### src/rtl/bj_hand_register_if.sv
// Card-append port for bj_hand_register: load request, hand clear, and the
// registered hand view (slots, totals, status flags).
interface bj_hand_register_if #(
  parameter int SLOTS = 8
);
  localparam int CNT_W = $clog2(SLOTS * 11 + 1);
  localparam int NC_W  = $clog2(SLOTS + 1);

  // Handshake: a card transfers on a rising CLK edge where LD=1, RDY=1, NEW=0
  // and D is a card code (0..12). LD without RDY, or with D in 13..15, is
  // refused and answered with a one-cycle ERR pulse. NEW beats LD silently.
  logic                 LD;
  logic [3:0]           D;
  logic                 NEW;
  logic                 RDY;
  logic [4*SLOTS-1:0]   Q;
  logic [CNT_W-1:0]     CNT;
  logic [NC_W-1:0]      NCARDS;
  logic                 FULL;
  logic                 BUST;
  logic                 SOFT;
  logic                 BJ;
  logic                 ERR;

  modport master (
    output LD, D, NEW,
    input  RDY, Q, CNT, NCARDS, FULL, BUST, SOFT, BJ, ERR
  );

  modport slave (
    input  LD, D, NEW,
    output RDY, Q, CNT, NCARDS, FULL, BUST, SOFT, BJ, ERR
  );
endinterface

### src/rtl/bj_hand_register.sv
// Blackjack hand register: stores up to SLOTS card codes and keeps the hand
// total and status flags registered alongside them. Define BJ_SOFT_ACE_EN to
// let one ace count as 11 when that does not bust the hand.
module bj_hand_register #(
  parameter int SLOTS      = 8,
  parameter int BUST_LIMIT = 21
) (
  input  logic               CLK,
  input  logic               CLR,
  bj_hand_register_if.slave  bus
);
  localparam int CNT_W = $clog2(SLOTS * 11 + 1);
  localparam int NC_W  = $clog2(SLOTS + 1);
  localparam int EW    = CNT_W + 1;

  typedef logic [EW-1:0] ext_t;
  localparam ext_t LIMIT = ext_t'(BUST_LIMIT);

  logic [4*SLOTS-1:0] q_r, q_n;
  logic [NC_W-1:0]    nc_r, nc_n;
  logic [CNT_W-1:0]   hard_r, hard_n;
  logic [CNT_W-1:0]   cnt_r, cnt_n;
  logic               full_r, full_n;
  logic               bust_r, bust_n;
  logic               soft_r, soft_n;
  logic               bj_r, bj_n;
  logic               err_r, err_n;
  logic               rdy;
`ifdef BJ_SOFT_ACE_EN
  logic               ace_r, ace_n;
  ext_t               hard_ext;
`endif

  function automatic logic [3:0] card_val(input logic [3:0] code);
    logic [3:0] v;
    case (code)
      4'd1:                          v = 4'd1;
      4'd2, 4'd3, 4'd4, 4'd5,
      4'd6, 4'd7, 4'd8, 4'd9:        v = code;
      4'd0, 4'd10, 4'd11, 4'd12:     v = 4'd10;
      default:                       v = 4'd0;
    endcase
    return v;
  endfunction

  assign rdy = !full_r && !bust_r;

  always_comb begin
    q_n    = q_r;
    nc_n   = nc_r;
    hard_n = hard_r;
    cnt_n  = cnt_r;
    full_n = full_r;
    bust_n = bust_r;
    soft_n = soft_r;
    bj_n   = bj_r;
    err_n  = 1'b0;
`ifdef BJ_SOFT_ACE_EN
    ace_n    = ace_r;
    hard_ext = '0;
`endif
    if (bus.NEW) begin
      q_n    = '1;
      nc_n   = '0;
      hard_n = '0;
      cnt_n  = '0;
      full_n = 1'b0;
      bust_n = 1'b0;
      soft_n = 1'b0;
      bj_n   = 1'b0;
`ifdef BJ_SOFT_ACE_EN
      ace_n  = 1'b0;
`endif
    end else if (bus.LD) begin
      if (rdy && bus.D <= 4'd12) begin
        for (int i = 0; i < SLOTS; i++) begin
          if (nc_r == NC_W'(i)) q_n[4*i +: 4] = bus.D;
        end
        nc_n   = nc_r + 1'b1;
        hard_n = hard_r + CNT_W'(card_val(bus.D));
        cnt_n  = hard_n;
        soft_n = 1'b0;
`ifdef BJ_SOFT_ACE_EN
        // Only one ace can ever be promoted: two would add 20 and bust.
        ace_n    = ace_r | (bus.D == 4'd1);
        hard_ext = ext_t'(hard_n);
        if (ace_n && (hard_ext + ext_t'(10)) <= LIMIT) begin
          cnt_n  = CNT_W'(hard_ext + ext_t'(10));
          soft_n = 1'b1;
        end
`endif
        bust_n = ext_t'(cnt_n) > LIMIT;
        full_n = nc_n == NC_W'(SLOTS);
        bj_n   = (nc_n == NC_W'(2)) && (cnt_n == CNT_W'(21));
      end else begin
        err_n = 1'b1;
      end
    end
  end

  always_ff @(posedge CLK or posedge CLR) begin
    if (CLR) begin
      q_r    <= '1;
      nc_r   <= '0;
      hard_r <= '0;
      cnt_r  <= '0;
      full_r <= 1'b0;
      bust_r <= 1'b0;
      soft_r <= 1'b0;
      bj_r   <= 1'b0;
      err_r  <= 1'b0;
`ifdef BJ_SOFT_ACE_EN
      ace_r  <= 1'b0;
`endif
    end else begin
      q_r    <= q_n;
      nc_r   <= nc_n;
      hard_r <= hard_n;
      cnt_r  <= cnt_n;
      full_r <= full_n;
      bust_r <= bust_n;
      soft_r <= soft_n;
      bj_r   <= bj_n;
      err_r  <= err_n;
`ifdef BJ_SOFT_ACE_EN
      ace_r  <= ace_n;
`endif
    end
  end

  assign bus.RDY    = rdy;
  assign bus.Q      = q_r;
  assign bus.CNT    = cnt_r;
  assign bus.NCARDS = nc_r;
  assign bus.FULL   = full_r;
  assign bus.BUST   = bust_r;
  assign bus.SOFT   = soft_r;
  assign bus.BJ     = bj_r;
  assign bus.ERR    = err_r;
endmodule
### src/flat_wrapper.sv
// flat-port wrapper written by rule: the top's interface ports become plain ports
module bj_hand_register_flat 
#(
  parameter int SLOTS      = 8,
  parameter int BUST_LIMIT = 21
)
  (CLK, CLR, bus_LD, bus_D, bus_NEW, bus_RDY, bus_Q, bus_CNT, bus_NCARDS, bus_FULL, bus_BUST, bus_SOFT, bus_BJ, bus_ERR);
  bj_hand_register_if #(.SLOTS(SLOTS)) bus_i ();
  input  logic CLK;
  input  logic CLR;
  input wire logic [$bits(bus_i.LD)-1:0] bus_LD;
  input wire logic [$bits(bus_i.D)-1:0] bus_D;
  input wire logic [$bits(bus_i.NEW)-1:0] bus_NEW;
  output wire logic [$bits(bus_i.RDY)-1:0] bus_RDY;
  output wire logic [$bits(bus_i.Q)-1:0] bus_Q;
  output wire logic [$bits(bus_i.CNT)-1:0] bus_CNT;
  output wire logic [$bits(bus_i.NCARDS)-1:0] bus_NCARDS;
  output wire logic [$bits(bus_i.FULL)-1:0] bus_FULL;
  output wire logic [$bits(bus_i.BUST)-1:0] bus_BUST;
  output wire logic [$bits(bus_i.SOFT)-1:0] bus_SOFT;
  output wire logic [$bits(bus_i.BJ)-1:0] bus_BJ;
  output wire logic [$bits(bus_i.ERR)-1:0] bus_ERR;
  assign bus_i.LD = bus_LD;
  assign bus_i.D = bus_D;
  assign bus_i.NEW = bus_NEW;
  assign bus_RDY = bus_i.RDY;
  assign bus_Q = bus_i.Q;
  assign bus_CNT = bus_i.CNT;
  assign bus_NCARDS = bus_i.NCARDS;
  assign bus_FULL = bus_i.FULL;
  assign bus_BUST = bus_i.BUST;
  assign bus_SOFT = bus_i.SOFT;
  assign bus_BJ = bus_i.BJ;
  assign bus_ERR = bus_i.ERR;
  bj_hand_register #(.SLOTS(SLOTS), .BUST_LIMIT(BUST_LIMIT)) u_core (.CLK(CLK), .CLR(CLR), .bus(bus_i));
endmodule
### config.mk
export PLATFORM = sky130hd
export DESIGN_NAME = bj_hand_register_flat
export DESIGN_NICKNAME = d
export VERILOG_FILES = /design/src/rtl/bj_hand_register_if.sv /design/src/rtl/bj_hand_register.sv /design/src/flat_wrapper.sv
export SDC_FILE = /design/constraint.sdc
export NUM_CORES = 1
export LEC_CHECK = 0
export BUFFER_PORTS_ARGS = -buffer_cell sky130_fd_sc_hd__buf_2
export CORE_AREA = 2 2 75 77
export DETAILED_ROUTE_END_ITERATION = 8
export DIE_AREA = 0 0 77 79
export HOLD_SLACK_MARGIN = 0.03
export PLACE_DENSITY_LB_ADDON = 0.12
export SETUP_SLACK_MARGIN = 0.4
export SLEW_MARGIN = 20
export SYNTH_ARGS = -nofsm -noshare
export SYNTH_HDL_FRONTEND = slang
export SYNTH_SLANG_ARGS = --single-unit
### constraint.sdc
create_clock -name CLK -period 2.1 [get_ports CLK]
set_input_delay 0.315 -clock CLK [delete_from_list [all_inputs] [get_ports CLK]]
set_output_delay 0.315 -clock CLK [all_outputs]
set_load 0.02 [all_outputs]
==> results.yml, run 1 <==
timing:
  relSlewSlack_pct: 60.9
  fmax_mhz: 463
  worst_hold_slack_ns: 0.142
  hold_viol_final: 0
  tightest_slew_ns: 0.587
  setup-violations-final: 2
  rsz0062_at_grt: "true"
  fin_crit_ns: 2.16
  finalWorstSetupSlack_ns: -0.0611
  slew_violations: 0
  finalCritPeriodShare_pct: 103
  fin_worst_skew_ns: 0.00712
floorplan:
  die_w_um: 77
  initial_core_util_pct: 47.3
  die_area_um2: 6080
  row_count: 27
  chipHeight_um: 79
  ioPinCount: 57
  coreArea_um2: 5340
setup_path:
  crit_end: "u_core.bus.BJ$_DFFE_PP0P_"
  reg2reg_depth: 6
  cp-startpoint: "u_core.hard_r[0]$_DFFE_PP0P_"
  cp_max_fo: 2
  critPathSlowestCell: "or4b_4"
  reg2reg_slack_ns: -0.06
  start_kind: "flop"
  cp_cell_sequence: "ha_2 > fa_2 > nor4bb_2 > nand3_1 > or4b_4 > o31ai_2"
  timing.rr.end: "u_core.bus.BJ$_DFFE_PP0P_"
  path_class: "flop to flop"
  worstPathArrival_ns: 2.38
  cp_slowest_stage_delay_ns: 0.49
  endpoint_kind: "flop"
  reg2reg_from: "u_core.hard_r[0]$_DFFE_PP0P_"
  worstPathRequired_ns: 2.32
flow_run:
  maxCapViolCount: 0
place:
  dpl_worst_slack_ns: -0.414
  place_congestion: 0.774
  hpwlAfterDp_um: 4290
  io_buffers: 55
  post-place-cells: 383
global_routing:
  grt_start_max_net_pins: 55
  grt_pass1_wl_um: 10300
  track_usage_pct: 21.5
  grt_pass1_vias: 2057
  grt_overflow: 0
  antenna_found_initial: 0
power_and_ir_drop:
  power.switching_w: 0.000625
  swShare_pct: 30.0
  seqPwrFrac_pct: 47.0
  p_int_w: 0.00146
  combPwrFrac_pct: 24.6
  p_per_area_nw_per_um2: 605
  clkPwrFrac_pct: 28.4
  total_power_w: 0.00208
  power_leakage_nw: 1.56
  ir_drop_uv: 334
synth:
  syn_area_per_cell_um2: 10.3
  synth-seq-area-share_pct: 48.2
  yosysWarnings: 0
  synthCells: 244
  yosys.area.top_type_share_pct: 33.3
  async_flop_share_pct: 100
  ys_types: 43
  yosys.area.top_type: "dfstp_2"
  syn_area_um2: 2520
  syn-num-nets: 263
  synth_edf_count: 0
  synth_area_leaders: "dfstp_2, dfrtp_1, a211o_1"
  synth_flop_cell: "dfstp_2"
  yosys_register_bits: 47
cells_and_area:
  final_cells: 407
  antenna_cells: 0
  utilization_pct: 64.5
  drive_gt1_share_pct: 52.5
  multi_input_comb_area_um2: 1330
  fillers: 462
  register_area_um2: 1220
  area_growth_pct: 36.4
  nets: 353
routing:
  wl_per_cell_um: 15.6
  vias: 2118
  drtPass1Iterations: 4
  drt-initial-drc-count: 119
  ant_nets: 0
  drc: 0
  via_per_inst: 5.20
  routed_wirelength_um: 6340
clock_tree:
  h-tree-depth: 2
  clock_latency_ns: 0.31
  cts_root_buf: "clkbuf_8"
  clockBufferDepth: 2
  hold_buffers: 0
  clock-sinks: 47
  clk_pin_slew_ns: 0.09
  cts-buffers-inserted: 5
  cts_tree: "built"
run_status:
  violations: "negative setup slack"
  status: "complete, but fails checks"
hold_path:
  min-delay-path-class: "input pin to async pin"
## worst max-delay path, delay by kind of cell (launching register included)
family | cells | cell delay [ns]
flops | 1 | 0.41
compound gates | 1 | 0.17
simple gates | 3 | 0.87
fa+ha+maj | 2 | 0.63
## layout by cell type, fill, tap and decap left out, drive strengths merged, types with 6 or more instances in the layout
cell and n:
nor2 40, clkbuf 6, a21oi 12, dfstp 32, a211o 26, ha 10
nand2 16, buf 99, dfrtp 15, xnor2 8, and3 13, nor3 6
inv 7
## registers in the layout (all words and copies together) (netlist names)
register / cells
u_core.bus.Q: 32
u_core.bus.NCARDS: 4
u_core.bus.BUST: 1
u_core.bus.BJ: 1
u_core.bus.FULL: 1
u_core.bus.ERR: 1
u_core.hard_r: 7
## routing by layer
metal	track usage (%)	up-vias	wire length [µm]	share of wire (%)
met5	0	-	0	0
met4	7.68	0	66	1.0
met3	4.09	7	256	4.0
met2	35.3	54	3010	47
met1	28.8	1026	3010	47
li1	-	1031	-	-
## how the worst min path moves through the flow
stage / from / endpoint / slack [ns]
4_1_cts: CLR / u_core.bus.NCARDS[3]$_DFFE_PP0P_ / 0.16
3_3_place_gp: CLR / u_core.bus.NCARDS[1]$_DFFE_PP0P_ / 0.50
2_1_floorplan: bus_LD / u_core.bus.ERR$_DFF_PP0_ / 0.48
5_1_grt: CLR / u_core.bus.NCARDS[3]$_DFFE_PP0P_ / 0.20
6_report: CLR / u_core.bus.NCARDS[3]$_DFFE_PP0P_ / 0.14
3_5_place_dp: CLR / u_core.bus.NCARDS[3]$_DFFE_PP0P_ / 0.50
## per-stage QoR
step | area [µm²] | setup TNS (ns)
after global placement | 3090 | -0.542
after global routing | 3440 | -0.220
after floorplan | 2630 | -0.226
after detailed placement | 3090 | -0.631
after CTS | 3290 | -0.0609
final | 3440 | -0.119
## power by group through the flow
stage | registers (W) | clock network (W) | logic [W]
2_1_floorplan | 0.00104 | 0 | 0.000242
3_3_place_gp | 0.000995 | 0 | 0.000419
3_5_place_dp | 0.000996 | 0 | 0.000424
4_1_cts | 0.000981 | 0.000614 | 0.000454
5_1_grt | 0.000985 | 0.000649 | 0.000556
6_report | 0.000979 | 0.000591 | 0.000513
## cells by family after synthesis
group                    synth area share (%)
multiplexers                             1.59
XOR/XNOR                                 4.51
AO/OA/AOI/OAI                            14.5
adder cells (fa/ha/maj)                  6.15
AND/OR/NAND/NOR                          20.2
other                                   0.149
flip-flops                               48.2
buffers and inverters                    4.71
## final cells by class
class	instances	area share, %
multi-input cells	172	38.5
flip-flops and latches	47	35.4
repair buffers	99	19.3
well taps	72	2.62
clock buffers	6	2.40
inverters	9	1.34
clock inverters	2	0.473
## synthesized netlist by cell type (4+ instances only)
master and instances:
a211o_1 26, a21oi_1 11, and3_1 13, buf_2 5, clkbuf_1 8, dfrtp_1 15
dfstp_2 32, ha_1 10, inv_1 9, mux2i_1 4, nand2_1 12, nand2_2 4
nand4_1 5, nor2_1 40, nor2b_1 4, nor3_1 5, xnor2_1 8, xor2_1 5
## timing repair
action	4_1_cts	5_1_grt
setup endpoints to repair	16	34
pin swaps	12	14
gates resized for setup	13	19
setup buffers	7	9
No activity file was read; power rests on OpenSTA's default activity.
==> run 2: changes to the inputs <==
Settings changed: CORE_AREA 2 2 75 77 to 2 2 69 84, DIE_AREA 0 0 77 79 to 0 0 71 86, REMOVE_ABC_BUFFERS set to 1.
==> run 2 against run 1 <==
Against the previous run:
- the flow still finishes with violations (negative setup slack)
- clock power increased by 15%
- combinational power up 0.8%
- power rose by 4.5%
- fmax decreased by 3.4%
- non-clock buffer count shrank 2
- sequential share of layout area unchanged
- final cell count down 2.9%
- sequential power hardly changed
- via count is 2.4% higher
- utilization grew 0.94 points
- critical path depth unchanged
- clock-buffer cell count unchanged
==> results.yml, run 2 (synthesis results as in run 1) <==
setup_path:
  critPathSlowestCell: "fa_2"
  reg2reg_slack_ns: -0.14
  worstPathArrival_ns: 2.45
  cp_slowest_stage_delay_ns: 0.48
  start_kind: "flop"
  cp_max_fo: 2
  cp_cell_sequence: "ha_2 > fa_2 > nor4bb_4 > nand3_1 > or4b_1 > o31ai_1"
  worstPathRequired_ns: 2.31
  worst-path-buf-inv: 0
  path_class: "flop to flop"
  crit_family: "simple AND/OR/NAND/NOR gates"
  endpoint_kind: "flop"
timing:
  hold_viol_final: 0
  slew_violations: 0
  fin_crit_ns: 2.24
  finalWorstSetupSlack_ns: -0.137
  tightest_slew_ns: 0.871
  rsz0062_at_grt: "true"
  relSlewSlack_pct: 41.6
  finalCritPeriodShare_pct: 107
  fin_worst_skew_ns: 0.0110
  fmax_mhz: 447
  setup-violations-final: 2
place:
  dpl-instance-area_um2: 3020
  post-place-cells: 374
  place_congestion: 0.780
  hpwlAfterDp_um: 4280
  io_buffers: 55
clock_tree:
  hold_buffers: 0
  cts_root_buf: "clkbuf_8"
  h-tree-depth: 2
  cts-buffers-inserted: 5
  clk_pin_slew_ns: 0.09
  cts_tree: "built"
  clock-sinks: 47
  clock_latency_ns: 0.31
  clockBufferDepth: 2
cells_and_area:
  area_growth_pct: 36.4
  final_cells: 395
  multi_input_comb_area_um2: 1340
  fillers: 436
  final_common_cell: "buf_2"
  drive_gt1_share_pct: 51.7
  layout_common_cells: "buf_2, nor2_1, buf_4, dfstp_2, a211o_1"
  antenna_cells: 0
  register_area_um2: 1220
  largest_reg_flops: 32
  nets: 351
  fin_area_um2: 3440
power_and_ir_drop:
  combPwrFrac_pct: 23.8
  power.switching_w: 0.000625
  p_per_area_nw_per_um2: 632
  p_int_w: 0.00155
  clkPwrFrac_pct: 31.1
  seqPwrFrac_pct: 45.1
  ir_drop_uv: 389
  swShare_pct: 28.7
  power_leakage_nw: 1.56
flow_run:
  maxCapViolCount: 0
routing:
  drc: 0
  wl_per_cell_um: 15.6
  vias: 2169
  via_per_inst: 5.49
  routed_wirelength_um: 6170
  drtPass1Iterations: 4
  drt-initial-drc-count: 69
  ant_nets: 0
global_routing:
  track_usage_pct: 20.3
  grt_pass1_vias: 2022
  grt_overflow: 0
  antenna_found_initial: 0
  grt_pass1_wl_um: 9800
  grt_start_max_net_pins: 55
floorplan:
  chipHeight_um: 86
  die_w_um: 71
  ioPinCount: 57
  die_area_um2: 6110
  initial_core_util_pct: 48.0
  coreArea_um2: 5260
  row_count: 29
hold_path:
  min-delay-path-class: "input pin to async pin"
run_status:
  status: "complete, but fails checks"
  violations: "negative setup slack"
-- run 2: path summary, 6_finish.rpt --
path	start	to	cells past startpoint
worst max-delay path	u_core.hard_r[0]$_DFFE_PP0P_	u_core.bus.BJ$_DFFE_PP0P_	6
worst min-delay path	CLR	u_core.bus.NCARDS[2]$_DFFE_PP0P_	2
worst max register to register	u_core.hard_r[0]$_DFFE_PP0P_	u_core.bus.BJ$_DFFE_PP0P_	6
worst min register to register	u_core.bus.BJ$_DFFE_PP0P_	u_core.bus.BJ$_DFFE_PP0P_	2
max in group asynchronous	CLR	u_core.bus.Q[26]$_DFFE_PP1P_	3
min in group CLK	bus_LD	u_core.bus.ERR$_DFF_PP0_	2
-- run 2: worst register-to-register path: cells and delay by family, from the launching register on --
| kind | cells | cell delay (ns) |
|---|---|---|
| simple gates | 3 | 0.86 |
| fa+ha+maj | 2 | 0.69 |
| flops | 1 | 0.40 |
| compound gates | 1 | 0.19 |
-- run 2: layout make-up --
type                    count  area share, %
clock inverters             2           1.05
well taps                  62           2.25
inverters                   9           1.13
flip-flops and latches     47           35.4
clock buffers               6           2.11
repair buffers             97           19.2
multi-input cells         172           38.9
-- run 2: timing repair --
action,in CTS,in global routing
buffers inserted,2,11
resized for setup,21,32
setup endpoints to repair,19,33
pin swaps,7,13
-- run 2: routing by layer --
| layer | vias up | wire length (µm) | part of all wire [%] | global-route usage (%) |
|---|---|---|---|---|
| met1 | 1063 | 2680 | 43 | 26.1 |
| met5 | - | 0 | 0 | 0 |
| li1 | 1027 | - | - | - |
| met3 | 14 | 248 | 4.0 | 4.00 |
| met2 | 65 | 3090 | 50 | 34.1 |
| met4 | 0 | 144 | 2.3 | 7.03 |
-- run 2: power by group through the flow --
stage          Combinational, W  Sequential (W)  Clock [W]
3_3_place_gp           0.000397        0.000995          0
4_1_cts                0.000435        0.000982   0.000689
5_1_grt                0.000561        0.000988   0.000727
2_1_floorplan          0.000184         0.00104          0
6_report               0.000517        0.000982   0.000677
3_5_place_dp           0.000400        0.000996          0
-- run 2: stage by stage --
step | util (%) | setup slack [ns] | hold slack [ns] | setup TNS [ns] | total power, W
after global routing | 65.4 | -0.245 | 0.120 | -0.370 | 0.00227
after CTS | 61.2 | -0.125 | 0.0999 | -0.125 | 0.00211
after global placement | 57.4 | -0.449 | 0.419 | -1.04 | 0.00139
final | 65.4 | -0.137 | 0.0842 | -0.215 | 0.00218
after floorplan | - | -0.260 | 0.378 | -0.260 | 0.00122
after detailed placement | 57.4 | -0.560 | 0.422 | -1.24 | 0.00140
